**src/rtl/mem_bus_ctrl_pkg.sv**
```systemverilog
// Shared types and defaults for the region-decoded memory bus controller.
// Fault-cause codes are consumed only when MEM_FAULT_INFO_EN is defined.
package mem_bus_ctrl_pkg;

  typedef enum logic [1:0] {S_IDLE, S_MEM, S_MMIO, S_RESP} bus_state_t;

  typedef enum logic [1:0] {REG_IROM, REG_DRAM, REG_MMIO, REG_NONE} region_t;

  localparam logic [1:0] CAUSE_UNMAPPED  = 2'd0;
  localparam logic [1:0] CAUSE_MISALIGN  = 2'd1;
  localparam logic [1:0] CAUSE_ROM_WRITE = 2'd2;
  localparam logic [1:0] CAUSE_TIMEOUT   = 2'd3;

  localparam int unsigned DEF_IROM_BASE = 32'h0000_0000;
  localparam int unsigned DEF_IROM_SIZE = 4096;
  localparam int unsigned DEF_DRAM_BASE = 32'h0000_1000;
  localparam int unsigned DEF_DRAM_SIZE = 4096;
  localparam int unsigned DEF_MMIO_BASE = 32'h0000_8000;
  localparam int unsigned DEF_MMIO_SIZE = 256;

endpackage

```
**src/rtl/mem_region_decode.sv**
```systemverilog
// Combinational address decode: region select, region offset and fault flag.
// The fault-cause output exists only when MEM_FAULT_INFO_EN is defined.
module mem_region_decode
  import mem_bus_ctrl_pkg::*;
#(
  parameter int          WIDTH      = 32,
  parameter int          ADDR_WIDTH = 32,
  parameter int unsigned IROM_BASE  = DEF_IROM_BASE,
  parameter int unsigned IROM_SIZE  = DEF_IROM_SIZE,
  parameter int unsigned DRAM_BASE  = DEF_DRAM_BASE,
  parameter int unsigned DRAM_SIZE  = DEF_DRAM_SIZE,
  parameter int unsigned MMIO_BASE  = DEF_MMIO_BASE,
  parameter int unsigned MMIO_SIZE  = DEF_MMIO_SIZE
) (
  input  logic [ADDR_WIDTH-1:0] i_addr,
  input  logic                  i_we,
  input  logic [WIDTH/8-1:0]    i_be,
  output region_t               o_region,
  output logic [ADDR_WIDTH-1:0] o_offset,
  output logic                  o_fault
`ifdef MEM_FAULT_INFO_EN
  ,
  output logic [1:0]            o_cause
`endif
);

  localparam logic [ADDR_WIDTH-1:0] ALIGN_MASK = ADDR_WIDTH'(WIDTH/8 - 1);
  localparam logic [ADDR_WIDTH-1:0] IROM_MASK  = ADDR_WIDTH'(IROM_SIZE - 1);
  localparam logic [ADDR_WIDTH-1:0] DRAM_MASK  = ADDR_WIDTH'(DRAM_SIZE - 1);
  localparam logic [ADDR_WIDTH-1:0] MMIO_MASK  = ADDR_WIDTH'(MMIO_SIZE - 1);

  logic w_misaligned;
  logic w_hit_irom;
  logic w_hit_dram;
  logic w_hit_mmio;

  assign w_misaligned = (i_addr & ALIGN_MASK) != '0;
  assign w_hit_irom   = (i_addr & ~IROM_MASK) == ADDR_WIDTH'(IROM_BASE);
  assign w_hit_dram   = (i_addr & ~DRAM_MASK) == ADDR_WIDTH'(DRAM_BASE);
  assign w_hit_mmio   = (i_addr & ~MMIO_MASK) == ADDR_WIDTH'(MMIO_BASE);

  always_comb begin
    o_region = REG_NONE;
    o_offset = '0;
    if (w_hit_irom) begin
      o_region = REG_IROM;
      o_offset = i_addr & IROM_MASK;
    end else if (w_hit_dram) begin
      o_region = REG_DRAM;
      o_offset = i_addr & DRAM_MASK;
    end else if (w_hit_mmio) begin
      o_region = REG_MMIO;
      o_offset = i_addr & MMIO_MASK;
    end
  end

  assign o_fault = w_misaligned || (o_region == REG_NONE) ||
                   (i_we && ((o_region == REG_IROM) || (i_be == '0)));

`ifdef MEM_FAULT_INFO_EN
  // An empty byte-enable store is reported with the misaligned code.
  always_comb begin
    if (w_misaligned)                         o_cause = CAUSE_MISALIGN;
    else if (o_region == REG_NONE)            o_cause = CAUSE_UNMAPPED;
    else if (i_we && o_region == REG_IROM)    o_cause = CAUSE_ROM_WRITE;
    else                                      o_cause = CAUSE_MISALIGN;
  end
`endif

endmodule

```
**src/rtl/mem_bus_ctrl.sv**
```systemverilog
// CPU load/store to IROM / DRAM / MMIO bus controller with fault reporting.
// Define MEM_FAULT_INFO_EN to add fault_addr_o / fault_cause_o.
module mem_bus_ctrl
  import mem_bus_ctrl_pkg::*;
#(
  parameter int          WIDTH        = 32,
  parameter int          ADDR_WIDTH   = 32,
  parameter int unsigned IROM_BASE    = DEF_IROM_BASE,
  parameter int unsigned IROM_SIZE    = DEF_IROM_SIZE,
  parameter int unsigned DRAM_BASE    = DEF_DRAM_BASE,
  parameter int unsigned DRAM_SIZE    = DEF_DRAM_SIZE,
  parameter int unsigned MMIO_BASE    = DEF_MMIO_BASE,
  parameter int unsigned MMIO_SIZE    = DEF_MMIO_SIZE,
  parameter int          MMIO_TIMEOUT = 15
) (
  input  logic                  clk,
  input  logic                  rst,
  input  logic                  req_i,
  input  logic                  we_i,
  input  logic [ADDR_WIDTH-1:0] addr_i,
  input  logic [WIDTH-1:0]      wdata_i,
  input  logic [WIDTH/8-1:0]    be_i,
  output logic                  ready_o,
  output logic                  rvalid_o,
  output logic [WIDTH-1:0]      rdata_o,
  output logic                  fault_o,
  output logic [ADDR_WIDTH-1:0] irom_addr_o,
  input  logic [WIDTH-1:0]      irom_rdata_i,
  output logic [WIDTH/8-1:0]    dram_we_o,
  output logic [ADDR_WIDTH-1:0] dram_addr_o,
  output logic [WIDTH-1:0]      dram_wdata_o,
  input  logic [WIDTH-1:0]      dram_rdata_i,
  output logic                  mmio_req_o,
  output logic                  mmio_we_o,
  output logic [ADDR_WIDTH-1:0] mmio_addr_o,
  output logic [WIDTH-1:0]      mmio_wdata_o,
  input  logic                  mmio_ack_i,
  input  logic [WIDTH-1:0]      mmio_rdata_i
`ifdef MEM_FAULT_INFO_EN
  ,
  output logic [ADDR_WIDTH-1:0] fault_addr_o,
  output logic [1:0]            fault_cause_o
`endif
);

  localparam int CNT_W = $clog2(MMIO_TIMEOUT + 1);

  bus_state_t            r_state, w_next;
  region_t               w_region, r_region;
  logic [ADDR_WIDTH-1:0] w_offset, r_mmio_addr;
  logic                  w_fault, w_accept, w_timeout, w_mmio_done;
  logic                  r_we, r_fault;
  logic [WIDTH-1:0]      r_mmio_wdata, r_rdata;
  logic [CNT_W-1:0]      r_cnt;
`ifdef MEM_FAULT_INFO_EN
  logic [1:0]            w_cause;
  logic [ADDR_WIDTH-1:0] r_addr;
  logic [ADDR_WIDTH-1:0] r_fault_addr;
  logic [1:0]            r_fault_cause;
`endif

  mem_region_decode #(
    .WIDTH(WIDTH), .ADDR_WIDTH(ADDR_WIDTH),
    .IROM_BASE(IROM_BASE), .IROM_SIZE(IROM_SIZE),
    .DRAM_BASE(DRAM_BASE), .DRAM_SIZE(DRAM_SIZE),
    .MMIO_BASE(MMIO_BASE), .MMIO_SIZE(MMIO_SIZE)
  ) u_decode (
    .i_addr   (addr_i),
    .i_we     (we_i),
    .i_be     (be_i),
    .o_region (w_region),
    .o_offset (w_offset),
    .o_fault  (w_fault)
`ifdef MEM_FAULT_INFO_EN
    ,
    .o_cause  (w_cause)
`endif
  );

  assign w_accept    = req_i && (r_state == S_IDLE);
  assign w_timeout   = (r_cnt == CNT_W'(MMIO_TIMEOUT - 1));
  assign w_mmio_done = (r_state == S_MMIO) && (mmio_ack_i || w_timeout);

  assign irom_addr_o  = addr_i & ~ADDR_WIDTH'(WIDTH/8 - 1);
  assign dram_addr_o  = w_offset;
  assign dram_wdata_o = wdata_i;
  assign mmio_we_o    = r_we;
  assign mmio_addr_o  = r_mmio_addr;
  assign mmio_wdata_o = r_mmio_wdata;

  always_comb begin
    w_next     = r_state;
    ready_o    = 1'b0;
    rvalid_o   = 1'b0;
    fault_o    = 1'b0;
    rdata_o    = '0;
    dram_we_o  = '0;
    mmio_req_o = 1'b0;
    case (r_state)
      S_IDLE: begin
        ready_o = 1'b1;
        if (req_i) begin
          if (w_fault) begin
            w_next = S_RESP;
          end else if (w_region == REG_MMIO) begin
            w_next = S_MMIO;
          end else begin
            w_next = S_MEM;
            if (we_i && w_region == REG_DRAM) dram_we_o = be_i;
          end
        end
      end
      // Synchronous memories answer in the cycle after the address was driven.
      S_MEM: begin
        rvalid_o = 1'b1;
        if (!r_we) rdata_o = (r_region == REG_IROM) ? irom_rdata_i : dram_rdata_i;
        w_next = S_IDLE;
      end
      S_MMIO: begin
        mmio_req_o = 1'b1;
        if (mmio_ack_i || w_timeout) w_next = S_RESP;
      end
      S_RESP: begin
        rvalid_o = 1'b1;
        rdata_o  = r_rdata;
        fault_o  = r_fault;
        w_next   = S_IDLE;
      end
      default: w_next = S_IDLE;
    endcase
  end

  always_ff @(posedge clk or posedge rst) begin
    if (rst) begin
      r_state <= S_IDLE;
      r_cnt   <= '0;
      r_fault <= 1'b0;
`ifdef MEM_FAULT_INFO_EN
      r_fault_addr  <= '0;
      r_fault_cause <= '0;
`endif
    end else begin
      r_state <= w_next;
      if (w_accept) begin
        r_cnt   <= '0;
        r_fault <= w_fault;
      end else if (r_state == S_MMIO) begin
        // An ack arriving on the last wait cycle still completes cleanly.
        if (mmio_ack_i)     r_fault <= 1'b0;
        else if (w_timeout) r_fault <= 1'b1;
        else                r_cnt   <= r_cnt + 1'b1;
      end
`ifdef MEM_FAULT_INFO_EN
      if (w_accept && w_fault) begin
        r_fault_addr  <= addr_i;
        r_fault_cause <= w_cause;
      end else if (r_state == S_MMIO && !mmio_ack_i && w_timeout) begin
        r_fault_addr  <= r_addr;
        r_fault_cause <= CAUSE_TIMEOUT;
      end
`endif
    end
  end

  always_ff @(posedge clk) begin
    if (w_accept) begin
      r_region     <= w_region;
      r_we         <= we_i;
      r_mmio_addr  <= w_offset;
      r_mmio_wdata <= wdata_i;
`ifdef MEM_FAULT_INFO_EN
      r_addr       <= addr_i;
`endif
    end
    if (w_accept && w_fault)
      r_rdata <= '0;
    else if (w_mmio_done)
      r_rdata <= (mmio_ack_i && !r_we) ? mmio_rdata_i : '0;
  end

`ifdef MEM_FAULT_INFO_EN
  assign fault_addr_o  = r_fault_addr;
  assign fault_cause_o = r_fault_cause;
`endif

endmodule
```
**config.mk**
```make
export PLATFORM = sky130hd
export DESIGN_NAME = mem_bus_ctrl
export DESIGN_NICKNAME = d
export VERILOG_FILES = /design/src/rtl/mem_bus_ctrl_pkg.sv /design/src/rtl/mem_region_decode.sv /design/src/rtl/mem_bus_ctrl.sv
export SDC_FILE = /design/constraint.sdc
export NUM_CORES = 1
export LEC_CHECK = 0
export BUFFER_PORTS_ARGS = -buffer_cell sky130_fd_sc_hd__clkbuf_2
export CORE_AREA = 2 2 145 147
export DETAILED_ROUTE_END_ITERATION = 6
export DIE_AREA = 0 0 147 149
export PLACE_DENSITY = 0.5
export SYNTH_ARGS = -nofsm -noshare
export SYNTH_HDL_FRONTEND = slang
export SYNTH_SLANG_ARGS = --single-unit
```
**constraint.sdc**
```tcl
create_clock -name clk -period 3.4 [get_ports clk]
set_input_delay 0.51 -clock clk [delete_from_list [all_inputs] [get_ports clk]]
set_output_delay 0.51 -clock clk [all_outputs]
set_load 0.01 [all_outputs]
```
==> impl_metrics.tcl <==
set metrics [dict create \
    worst_hold_path_type "in2async" \
    crit_start "r_state[1]" \
    core_area_sq_mm 0.0206 \
    fin_crit_sh_pct 75.4 \
    setup_ws_ps 835 \
    dp_cells 982 \
    hold_viol 0 \
    die_w_um 147 \
    async_flop_share_pct 8.14 \
    synthCells 459 \
    nets 889 \
    p_leak_nw 3.03 \
    rsz0062_at_grt "no" \
    path_class "reg2out" \
    first_iter_violations 112 \
    die_h_um 149 \
    worst-path-max-fanout 32 \
    antenna_found_initial 0 \
    drc 0 \
    critPathLaunchType "register" \
    die_area_sq_mm 0.0219 \
    synth_edf_count 47 \
    ant_nets 0 \
    synthesis.area_sq_mm 0.00485 \
    vias 4074 \
    fin_setup_tns_ps 0 \
    cts_buffer_depth 2 \
    start_util_pct 23.6 \
    ios 370 \
    cts_root_buffer "clkbuf_16" \
    layout_commonest_cell "clkbuf_2" \
    gp_congestion 0.767 \
    cts_setup_buffers 0 \
    diodes 0 \
    slew_headroom_pct 56.3 \
    powerDensity_mw_per_mm2 571 \
    wl_per_cell_um 14.2 \
    clock_sinks 86 \
    grt_pass1_wl_um 20900 \
    stdcell_area_sq_mm 0.00643 \
    arrival_ps 2050 \
    hold_buffers 0 \
    power_mw 3.67 \
    hpwl_um 11000 \
    cp_slowest_cell "or3b_2" \
    yosysWarnings 0 \
    yosysSeqAreaShare_pct 45.9 \
    finalMaxSlewViolations 0 \
    num_rows 53 \
    cp-end-kind "output pin" \
    clock_latency_ps 340 \
    crit_path_max_incr_delay_ps 760 \
    final_cell_mix "327 x clkbuf_2, 47 x edfxtp_1, 42 x conb_1" \
    setup_violations 0 \
    ys.flop_type "edfxtp_1" \
    status "complete, no violations" \
    area_growth_pct 32.7 \
    wl_um 14200 \
    cts_tree "built" \
    fin_cells 998 \
    placed_cell_area_sq_mm 0.00614 \
    vdd_drop_max_mv 0.226 \
    grt_remaining_overflow 0 \
    maxCapViolations 0 \
    numCtsBuffers 9 \
    dpl_worst_slack_ps 801 \
    r2r-start "r_state[1]" \
    crit_buf_inv 1 \
    synth_area_per_cell_sq_um 10.6 \
    cp_top_family "simple AND/OR/NAND/NOR gates" \
    ys_ff_latch 86 \
    fin_crit_ps 2560 \
    track_usage_pct 12.2 \
    synthDistinctLibCells 44 \
    via_per_inst 4.08 \
    port_buffers 327 \
    max_clock_freq_mhz 390 \
    clkTransAtPathRegs_ps 70 \
    grt_max_degree 52 \
    worst_pin_slew_ps 655 \
    drive_gt1_share_pct 54.8 \
    crit_chain "or3b_2 > o21ai_0 > clkbuf_2" \
    grt_pass1_vias 3798 \
    firstDrtPassIters 4 \
    crit_required_ps 2890 \
    skew_ps 7.71 \
    postCtsResizedCells 0 \
    cts_max_level 3 \
]
[area by class of cell]
cell class	instances	area [sq um]
fill	2210	14100
sequential	86	2230
multi-input combinational	277	1840
timing repair buffer	334	1690
tap	275	344
clock buffer	9	225
clock inverter	7	66.3
inverter	10	37.5
[metal layers]
layer  global-route usage, %  vias to the layer above  routed length [um]
li1                        -                     1999                   -
met5                       0                        -                   0
met1                    14.5                     1877                5720
met3                    3.24                       12                 987
met4                    3.80                        0                 181
met2                    21.8                      186                7280
[stage by stage]
stage | hold WS [ps] | util (%)
after floorplan | 313 | -
after global placement | 447 | 29.9
after detailed placement | 450 | 29.9
after CTS | 71.2 | 31.3
after global routing | 88.5 | 31.3
final | 76.5 | 31.3
[state kept, by name, summed over array words and instances (netlist names)]
register,flops
r_fault,1
r_cnt,4
r_rdata,32
r_region,2
mmio_addr_o,12
mmio_wdata_o,32
mmio_we_o,1
r_state,2
[synth_stat cells, types with 7 or more instances]
| library cell | number | share of area [%] |
|---|---|---|
| buf_2 | 9 | 0.93 |
| o21ai_0 | 36 | 3.7 |
| dfxtp_1 | 32 | 13 |
| and2_1 | 12 | 1.5 |
| mux2i_1 | 33 | 6.8 |
| buf_4 | 107 | 17 |
| dfrtp_1 | 7 | 3.6 |
| clkbuf_1 | 8 | 0.62 |
| nor2_1 | 8 | 0.62 |
| edfxtp_1 | 47 | 29 |
| nor3_2 | 31 | 6.4 |
| a22oi_1 | 32 | 5.0 |
| inv_1 | 10 | 0.77 |
| nand2_1 | 37 | 2.9 |
| nor3_1 | 9 | 0.93 |
[cells by family after synthesis]
| kind of cell | count (synthesis) | synth area share [%] |
|---|---|---|
| buf+inv | 137 | 19.6 |
| simple gates | 121 | 16.2 |
| flops | 86 | 45.9 |
| compound gates | 77 | 10.5 |
| mux | 33 | 6.81 |
| fa+ha+maj | 2 | 0.516 |
| xor+xnor | 2 | 0.361 |
| other cells | 1 | 0.0774 |
[final timing paths]
check	to	depth (start not counted)	slack, ps
worst max-delay path	rdata_o[11]	3	840
worst min-delay path	r_cnt[0]	2	80
worst max register to register	r_state[0]	6	1510
worst min register to register	r_rdata[4]	2	530
max in group asynchronous	r_cnt[3]	2	3090
min in group clk	mmio_wdata_o[14]	1	350
[report_power, final]
group	leakage, nW	internal, mW	switching (mW)
Combinational	2.10	0.441	0.767
Sequential	0.789	1.37	0.125
Clock	0.142	0.514	0.456
Total	3.03	2.32	1.35
Note: power is estimated with default switching activity, not from simulation.
